### src/rtl/fft8_bitrev_buffer_if.sv
// Stream bundle around the bit-reverse reorder buffer.
// Signal names are written from the buffer's point of view: i_* flow into it and o_* flow out of it.
// The slave modport is the buffer itself.
// The master modport is whoever feeds the input stream and drains the output stream.
interface fft8_bitrev_buffer_if #(
    parameter int DATA_W = 32,
    parameter int N      = 8
);
    localparam int LOG2N = $clog2(N);

    // upstream sample stream (natural order)
    logic              i_valid;
    logic              o_ready;
    logic [DATA_W-1:0] i_data_re;
    logic [DATA_W-1:0] i_data_im;

    // downstream sample stream (bit-reversed order)
    logic              o_valid;
    logic              i_ready;
    logic [DATA_W-1:0] o_data_re;
    logic [DATA_W-1:0] o_data_im;
    logic [LOG2N-1:0]  o_index;
    logic              o_sop;
    logic              o_eop;

    modport slave (
        input  i_valid, i_data_re, i_data_im, i_ready,
        output o_ready, o_valid, o_data_re, o_data_im, o_index, o_sop, o_eop
    );

    modport master (
        output i_valid, i_data_re, i_data_im, i_ready,
        input  o_ready, o_valid, o_data_re, o_data_im, o_index, o_sop, o_eop
    );
endinterface

### src/rtl/fft8_bitrev_buffer.sv
// Input reorder stage for the 8-point radix-2 DIT FFT.
// Collects one frame of N complex samples in natural order.
// It then replays the frame in bit-reversed index order, so that butterfly stage 1 sees its operand pairs adjacent.
// Sample words are moved bit-exact; nothing is interpreted as floating point.
//
// state  | meaning
// -------+-------------------------------------------------------------
// S_FILL  | accepting input beats into mem[wr_ptr]; output stream idle
// S_DRAIN | presenting mem[bitrev(rd_ptr)] downstream; input stalled
module fft8_bitrev_buffer #(
    parameter int DATA_W = 32,
    parameter int N      = 8
) (
    input  logic                 i_clk,
    input  logic                 i_rst_n,
    input  logic                 i_clear,
    fft8_bitrev_buffer_if.slave  bus
);
    localparam int LOG2N = $clog2(N);
    localparam logic [LOG2N-1:0] PTR_LAST = LOG2N'(N - 1);

    typedef enum logic {
        S_FILL  = 1'b0,
        S_DRAIN = 1'b1
    } state_t;

    state_t                  r_state;
    logic [LOG2N-1:0]        r_wr_ptr;
    logic [LOG2N-1:0]        r_rd_ptr;
    logic                    r_ready;
    logic                    r_valid;
    logic [2*DATA_W-1:0]     r_mem [N];

    logic                    w_in_fire;
    logic                    w_out_fire;
    logic [LOG2N-1:0]        w_rd_addr;
    logic [2*DATA_W-1:0]     w_rd_word;

    // Reverse the LOG2N-bit index: output slot k reads natural sample bitrev(k).
    function automatic logic [LOG2N-1:0] f_bitrev(input logic [LOG2N-1:0] a);
        logic [LOG2N-1:0] r;
        for (int b = 0; b < LOG2N; b++) begin
            r[b] = a[LOG2N-1-b];
        end
        return r;
    endfunction

    assign w_in_fire  = bus.i_valid && r_ready;
    assign w_out_fire = r_valid && bus.i_ready;
    assign w_rd_addr  = f_bitrev(r_rd_ptr);
    assign w_rd_word  = r_mem[w_rd_addr];

    // Fill/drain sequencing.
    // Reset and clear return to an empty FILL state.
    // Ready and valid are registered alongside the state.
    always_ff @(posedge i_clk) begin
        if (!i_rst_n || i_clear) begin
            r_state  <= S_FILL;
            r_wr_ptr <= '0;
            r_rd_ptr <= '0;
            r_ready  <= 1'b1;
            r_valid  <= 1'b0;
        end else begin
            case (r_state)
                S_FILL: begin
                    if (w_in_fire) begin
                        if (r_wr_ptr == PTR_LAST) begin
                            r_wr_ptr <= '0;
                            r_state  <= S_DRAIN;
                            r_ready  <= 1'b0;
                            r_valid  <= 1'b1;
                        end else begin
                            r_wr_ptr <= r_wr_ptr + 1'b1;
                        end
                    end
                end
                S_DRAIN: begin
                    if (w_out_fire) begin
                        if (r_rd_ptr == PTR_LAST) begin
                            r_rd_ptr <= '0;
                            r_state  <= S_FILL;
                            r_ready  <= 1'b1;
                            r_valid  <= 1'b0;
                        end else begin
                            r_rd_ptr <= r_rd_ptr + 1'b1;
                        end
                    end
                end
                default: begin
                    r_state  <= S_FILL;
                    r_wr_ptr <= '0;
                    r_rd_ptr <= '0;
                    r_ready  <= 1'b1;
                    r_valid  <= 1'b0;
                end
            endcase
        end
    end

    // Sample storage.
    // It is left unreset: contents are only ever read after a full frame has been written.
    always_ff @(posedge i_clk) begin
        if (w_in_fire) begin
            r_mem[r_wr_ptr] <= {bus.i_data_re, bus.i_data_im};
        end
    end

    assign bus.o_ready   = r_ready;
    assign bus.o_valid   = r_valid;
    // The data and index outputs are gated to zero while idle, so the array contents never leak out as X.
    assign bus.o_data_re = r_valid ? w_rd_word[2*DATA_W-1:DATA_W] : '0;
    assign bus.o_data_im = r_valid ? w_rd_word[DATA_W-1:0]        : '0;
    assign bus.o_index   = r_valid ? w_rd_addr                    : '0;
    assign bus.o_sop     = r_valid && (r_rd_ptr == '0);
    assign bus.o_eop     = r_valid && (r_rd_ptr == PTR_LAST);
endmodule

### src/flat_wrapper.sv
// flat-port wrapper written by rule: the top's interface ports become plain ports
module fft8_bitrev_buffer_flat 
#(
    parameter int DATA_W = 32,
    parameter int N      = 8
)
  (i_clk, i_rst_n, i_clear, bus_i_valid, bus_i_data_re, bus_i_data_im, bus_i_ready, bus_o_ready, bus_o_valid, bus_o_data_re, bus_o_data_im, bus_o_index, bus_o_sop, bus_o_eop);
  fft8_bitrev_buffer_if #(.DATA_W(DATA_W), .N(N)) bus_i ();
  input  logic i_clk;
  input  logic i_rst_n;
  input  logic i_clear;
  input wire logic [$bits(bus_i.i_valid)-1:0] bus_i_valid;
  input wire logic [$bits(bus_i.i_data_re)-1:0] bus_i_data_re;
  input wire logic [$bits(bus_i.i_data_im)-1:0] bus_i_data_im;
  input wire logic [$bits(bus_i.i_ready)-1:0] bus_i_ready;
  output wire logic [$bits(bus_i.o_ready)-1:0] bus_o_ready;
  output wire logic [$bits(bus_i.o_valid)-1:0] bus_o_valid;
  output wire logic [$bits(bus_i.o_data_re)-1:0] bus_o_data_re;
  output wire logic [$bits(bus_i.o_data_im)-1:0] bus_o_data_im;
  output wire logic [$bits(bus_i.o_index)-1:0] bus_o_index;
  output wire logic [$bits(bus_i.o_sop)-1:0] bus_o_sop;
  output wire logic [$bits(bus_i.o_eop)-1:0] bus_o_eop;
  assign bus_i.i_valid = bus_i_valid;
  assign bus_i.i_data_re = bus_i_data_re;
  assign bus_i.i_data_im = bus_i_data_im;
  assign bus_i.i_ready = bus_i_ready;
  assign bus_o_ready = bus_i.o_ready;
  assign bus_o_valid = bus_i.o_valid;
  assign bus_o_data_re = bus_i.o_data_re;
  assign bus_o_data_im = bus_i.o_data_im;
  assign bus_o_index = bus_i.o_index;
  assign bus_o_sop = bus_i.o_sop;
  assign bus_o_eop = bus_i.o_eop;
  fft8_bitrev_buffer #(.DATA_W(DATA_W), .N(N)) u_core (.i_clk(i_clk), .i_rst_n(i_rst_n), .i_clear(i_clear), .bus(bus_i));
endmodule
### config.mk
export PLATFORM = sky130hd
export DESIGN_NAME = fft8_bitrev_buffer_flat
export DESIGN_NICKNAME = d
export VERILOG_FILES = /design/src/rtl/fft8_bitrev_buffer_if.sv /design/src/rtl/fft8_bitrev_buffer.sv /design/src/flat_wrapper.sv
export SDC_FILE = /design/constraint.sdc
export NUM_CORES = 1
export LEC_CHECK = 0
export CAP_MARGIN = 30
export CELL_PAD_IN_SITES_DETAIL_PLACEMENT = 0
export CELL_PAD_IN_SITES_GLOBAL_PLACEMENT = 1
export CORE_MARGIN = 5
export CORE_UTILIZATION = 30
export DETAILED_ROUTE_END_ITERATION = 8
export GPL_TIMING_DRIVEN = 0
export PLACE_DENSITY = 0.54
export SLEW_MARGIN = 5
export SYNTH_ARGS = -nofsm -noshare
export SYNTH_HDL_FRONTEND = slang
export SYNTH_SLANG_ARGS = --single-unit
### constraint.sdc
create_clock -name i_clk -period 6.1 [get_ports i_clk]
set_input_delay 1.22 -clock i_clk [delete_from_list [all_inputs] [get_ports i_clk]]
set_output_delay 1.22 -clock i_clk [all_outputs]
set_load 0.01 [all_outputs]
==> impl_metrics.toml, run 1 <==
[clock_network]
htree_levels = 2
insertion_delay_ps = 600
cts_buffers = 55
cts_hold_buf = 0
cts_tree = "built"
clockRootBuffer = "clkbuf_16"
cts.reportedPaths.clkPinSlew_ps = 60
post-cts-setup-buffers = 0
cts_resized = 0
cts_sinks = 524
clockBufferDepth = 3

[placed_design]
portBuffers = 139
gp_congestion = 0.688
dp_slack_ps = 2150
place_inst = 2076
dp_hpwl_um = 33200
placed_area_um2 = 23900

[setup_path]
critPathRequiredTime_ps = 4880
critPathMaxFanout = 10
critPathKind = "reg2out"
arrival_ps = 3380
end_kind = "output port"
cp-start-kind = "flip-flop"

[timing]
setup_viol = 0
maxSlewViolCount = 0
rsz0062_at_grt = "no"
tns_ps = 0
worst_slew_pin_slew_ps = 908
max_slew_margin_pct = 39.5
timing.hold.ws_ps = 491
final.setup.worst_slack_ps = 1500
min_period_ps = 4600
max_freq_mhz = 218
hold_viol = 0
min_period_over_period_pct = 75.3
finalClockSkew_ps = 19.7

[outcome]
status = "complete, no violations"

[cells_and_area]
instances_no_fill = 2179
finalInstanceArea_um2 = 25500
drive_gt1_share_pct = 25.3
fill_cells = 6254
multi_input_area_um2 = 4410
area_delta_synth_final_pct = 24.0
fin_nets = 1327
mostFrequentLayoutCells = "edfxtp_1 (512), clkdlybuf4s50_1 (139), mux2i_1 (67), inv_1 (67), o21ai_0 (65)"
seq_area_um2 = 15600
final_common_cell = "edfxtp_1"

[die]
start_util_pct = 30.1
top_level_ports = 140
die_h_um = 272
dieWidth_um = 272
num_rows = 96
dieArea_um2 = 74000
core_area_um2 = 68300

[synthesis]
synthFlopType = "edfxtp_1"
ys_warn_count = 0
ys_types = 31
ys_seq_area_share_pct = 75.8
synth-edff-count = 512
synth-async-reset-ratio_pct = 0
syn_inst = 1021
ys_ff_latch = 524
syn-cell-area_um2 = 20600
avgSynthCellArea_um2 = 20.2
syn_nets = 1096

[route]
wl_um = 50300
wl_per_cell_um = 23.1
vias_per_cell = 4.62
vias = 10074
met2_length_um = 25200
routed.top_layer = "met5"
ant_nets = 0
drtIter0Drc = 455
drc = 0
wl_met1_um = 21800
drt_pass1_iterations = 5
dr_wl_met3_um = 2270

[power_and_ir_drop]
power_density_nw_per_um2 = 285
power.leakage_nw = 7.98
peakVddDrop_uv = 220

[global_routing]
grt_pass1_vias = 11015
grt_usage_pct = 13.5
overflow = 0
grt_pass1_wl_um = 73900
antenna_found_initial = 7
grt_max_degree = 24

[hold_path]
hold_path_class = "reg2reg"

[flow_run]
drv_cap = 0
## critical path, stage by stage (launching register included)
cell	delay [ps]
dfxtp_1	320
buf_2	370
clkbuf_1	540
o21ai_0	190
a221oi_1	680
clkdlybuf4s50_1	680
## cell usage after synthesis, types with 5 or more instances
cell type,n,area (µm²)
nand2_1,6,22.5
dfxtp_1,12,240
buf_4,8,60.1
a221oi_2,50,751
o21ai_0,65,325
mux4_2,64,1440
inv_1,67,251
a221oi_1,14,123
nor2_1,10,37.5
a21oi_1,5,25.0
buf_12,5,100
buf_2,18,90.1
clkbuf_1,20,75.1
ha_1,6,75.1
edfxtp_1,512,15400
mux2_2,64,721
mux2i_1,67,671
## stage by stage
| stage | util (%) | power, mW |
|---|---|---|
| 2_1_floorplan | - | 4.13 |
| 3_3_place_gp | 33.8 | 4.23 |
| 3_5_place_dp | 34.9 | 4.25 |
| 4_1_cts | 37.3 | 7.38 |
| 5_1_grt | 37.3 | 7.55 |
| 6_report | 37.3 | 7.27 |
## sequential cells by signal, summed over array words and instances (netlist names), named ones only
register / cells
u_core.bus.o_ready: 1
u_core.bus.o_valid: 1
u_core.r_mem: 512
u_core.r_rd_ptr: 3
u_core.r_state: 1
u_core.r_wr_ptr: 3
## kinds of logic after synthesis
logic type | after synthesis | share of synthesized area (%)
AO/OA/AOI/OAI | 135 | 5.99
multiplexers | 195 | 13.8
adder cells (fa/ha/maj) | 6 | 0.365
flip-flops | 524 | 75.8
AND/OR/NAND/NOR | 37 | 0.960
buffers and inverters | 124 | 3.09
## worst paths after layout
| path | depth (start not counted) | start | to | slack [ps] |
|---|---|---|---|---|
| worst max register to register | 5 | u_core.r_wr_ptr[2] | u_core.r_mem[1][36] | 3750 |
| worst max-delay path | 5 | u_core.bus.o_valid | bus_o_data_im[0] | 1500 |
| worst min register to register | 2 | u_core.r_state | u_core.r_state | 490 |
| worst min-delay path | 2 | u_core.r_state | u_core.r_state | 490 |
## layout make-up
type,instances,share of cell area [%]
clock buffer,70,5.61
timing repair buffer,174,8.30
buffer,57,1.51
inverter,67,0.985
multi-input combinational,373,17.3
tap,882,4.32
sequential,524,61.2
antenna,2,0.0196
clock inverter,30,0.819
## where the power goes
part	internal, mW	total [mW]	switching, mW
logic	0.0688	0.163	0.0942
clock network	1.77	3.10	1.33
registers	4.00	4.00	0.00878
## per-layer routing
layer	GRT usage, %	vias to the layer above
met1	17.4	5209
met2	23.2	187
li1	-	4598
met5	0	-
met3	3.12	70
met4	3.18	10
Note: power is estimated with default switching activity, not from simulation.
==> run 2, diff against run 1 <==
- PLACE_DENSITY: 0.54 -> 0.52
- clock period: 6.1 -> 4.5 ns (I/O delays scaled with it)
==> run 2 against run 1 <==
  * Non-clock buffer count is 5 lower
  * Via count is 0.95% higher
  * Cell area hardly changed
  * First-iteration DRC count is 16% higher
  * Sequential share of layout area is 0.054 points higher
  * Clock skew is 3.7 ps lower
  * Cell count hardly changed
  * Setup slack worse by 1300 ps
  * Critical path type unchanged
  * Largest power group unchanged
==> impl_metrics.toml, run 2 (synthesis results as in run 1) <==
[outcome]
status = "complete, no violations"

[hold_path]
hold_start = "u_core.r_state"
hold_path_class = "reg2reg"
worstHoldPathCells = 2
hold_end = "u_core.r_state"

[clock_network]
insertion_delay_ps = 610
clockBufferDepth = 3
cts_resized = 0
htree_levels = 2
cts.reportedPaths.clkPinSlew_ps = 60
post-cts-setup-buffers = 0
cts_buffers = 56
cts_sinks = 524
clockRootBuffer = "clkbuf_16"
cts_tree = "built"
cts_hold_buf = 0

[route]
wl_met1_um = 22600
ant_nets = 0
vias_per_cell = 4.67
dr_wl_met3_um = 2040
drtIter0Drc = 529
vias = 10170
drc = 0
met2_length_um = 25300
drt_pass1_iterations = 4
wl_um = 50700
routed.top_layer = "met5"
wl_per_cell_um = 23.3

[global_routing]
grt_pass1_wl_um = 74600
antenna_found_initial = 4
grt_pass1_vias = 10969
grt_max_degree = 24
overflow = 0
grt_usage_pct = 13.6

[power_and_ir_drop]
power_density_nw_per_um2 = 394
peakVddDrop_uv = 265
power.leakage_nw = 7.98

[die]
dieArea_um2 = 74000
core_area_um2 = 68300
die_h_um = 272
num_rows = 96
dieWidth_um = 272
start_util_pct = 30.1
top_level_ports = 140

[placed_design]
portBuffers = 139
dp_hpwl_um = 33000
dp_slack_ps = 796
gp_congestion = 0.668

[cells_and_area]
mostFrequentLayoutCells = "edfxtp_1 (512), clkdlybuf4s50_1 (139), mux2i_1 (67), inv_1 (67), o21ai_0 (65)"
fin_nets = 1323
drive_gt1_share_pct = 25.8
top_regs = "u_core.r_mem x512, u_core.r_rd_ptr x3, u_core.r_wr_ptr x3"
largest_register_ffs = 512
regMostFlops = "u_core.r_mem"
final_common_cell = "edfxtp_1"
utilization_pct = 37.3
area_delta_synth_final_pct = 23.9

[flow_run]
drv_cap = 0

[setup_path]
r2r-end = "u_core.r_mem[0][34]"
r2r_cells = 4
arrival_ps = 3360
critPathKind = "reg2out"
cp-start-kind = "flip-flop"
critPathMaxFanout = 10
end_kind = "output port"
critPathRequiredTime_ps = 3600
regToRegSetupSlack_ps = 2160
rr_startpoint = "u_core.r_wr_ptr[2]"

[timing]
min_period_ps = 4260
tns_ps = 0
maxSlewViolCount = 0
timing.hold.ws_ps = 503
setup_viol = 0
hold_viol = 0
worst_slew_pin_slew_ps = 957
max_slew_margin_pct = 36.2
final.setup.worst_slack_ps = 236
max_freq_mhz = 235
rsz0062_at_grt = "no"
finalClockSkew_ps = 16.0
min_period_over_period_pct = 94.8
run 2: worst max-delay path, stage by stage (launching register included):
cell and delay [ps]:
dfxtp_1 320, buf_2 380, clkbuf_1 530, o21ai_0 190, a221oi_1 660, clkdlybuf4s50_1 670
run 2: per-stage QoR:
step                      power [mW]  area [µm²]  std cells
final                           10.0       25500       2178
after global routing            10.4       25500       2176
after CTS                       10.2       25500       2176
after detailed placement        5.76       23700       2072
after global placement          5.74       23100       2042
after floorplan                 5.60       20600       1021
run 2: per-layer routing:
metal  vias to the layer above  global-route usage (%)
li1                       4602                       -
met1                      5321                    18.1
met2                       174                    23.2
met3                        69                    2.83
met4                         4                    2.71
met5                         -                       0
run 2: worst max path at each step:
stage,startpoint,endpoint,depth (start not counted)
global placement,bus_i_valid,u_core.r_mem[0][34],3
CTS,u_core.bus.o_valid,bus_o_data_im[0],5
finish,u_core.bus.o_valid,bus_o_data_im[0],5
global route,u_core.bus.o_valid,bus_o_data_im[0],5
detailed placement,u_core.bus.o_valid,bus_o_data_im[0],5
floorplan,bus_i_valid,u_core.r_mem[0][0],2
run 2: report_power, final:
part / leakage, nW / switching (mW) / internal [mW] / total, mW
registers: 4.75 / 0.0118 / 5.42 / 5.43
logic: 2.38 / 0.129 / 0.0918 / 0.221
clock network: 0.862 / 1.87 / 2.52 / 4.39
total: 7.98 / 2.01 / 8.03 / 10.0
run 2: area by class of cell:
type,count,area [µm²]
diodes,2,5.00
plain buffers,57,385
clock buffers,69,1450
clock inverters,35,300
fillers,6275,42800
inverters,67,251
multi-input cells,373,4410
flip-flops and latches,524,15600
well taps,882,1100
repair buffers,169,1990
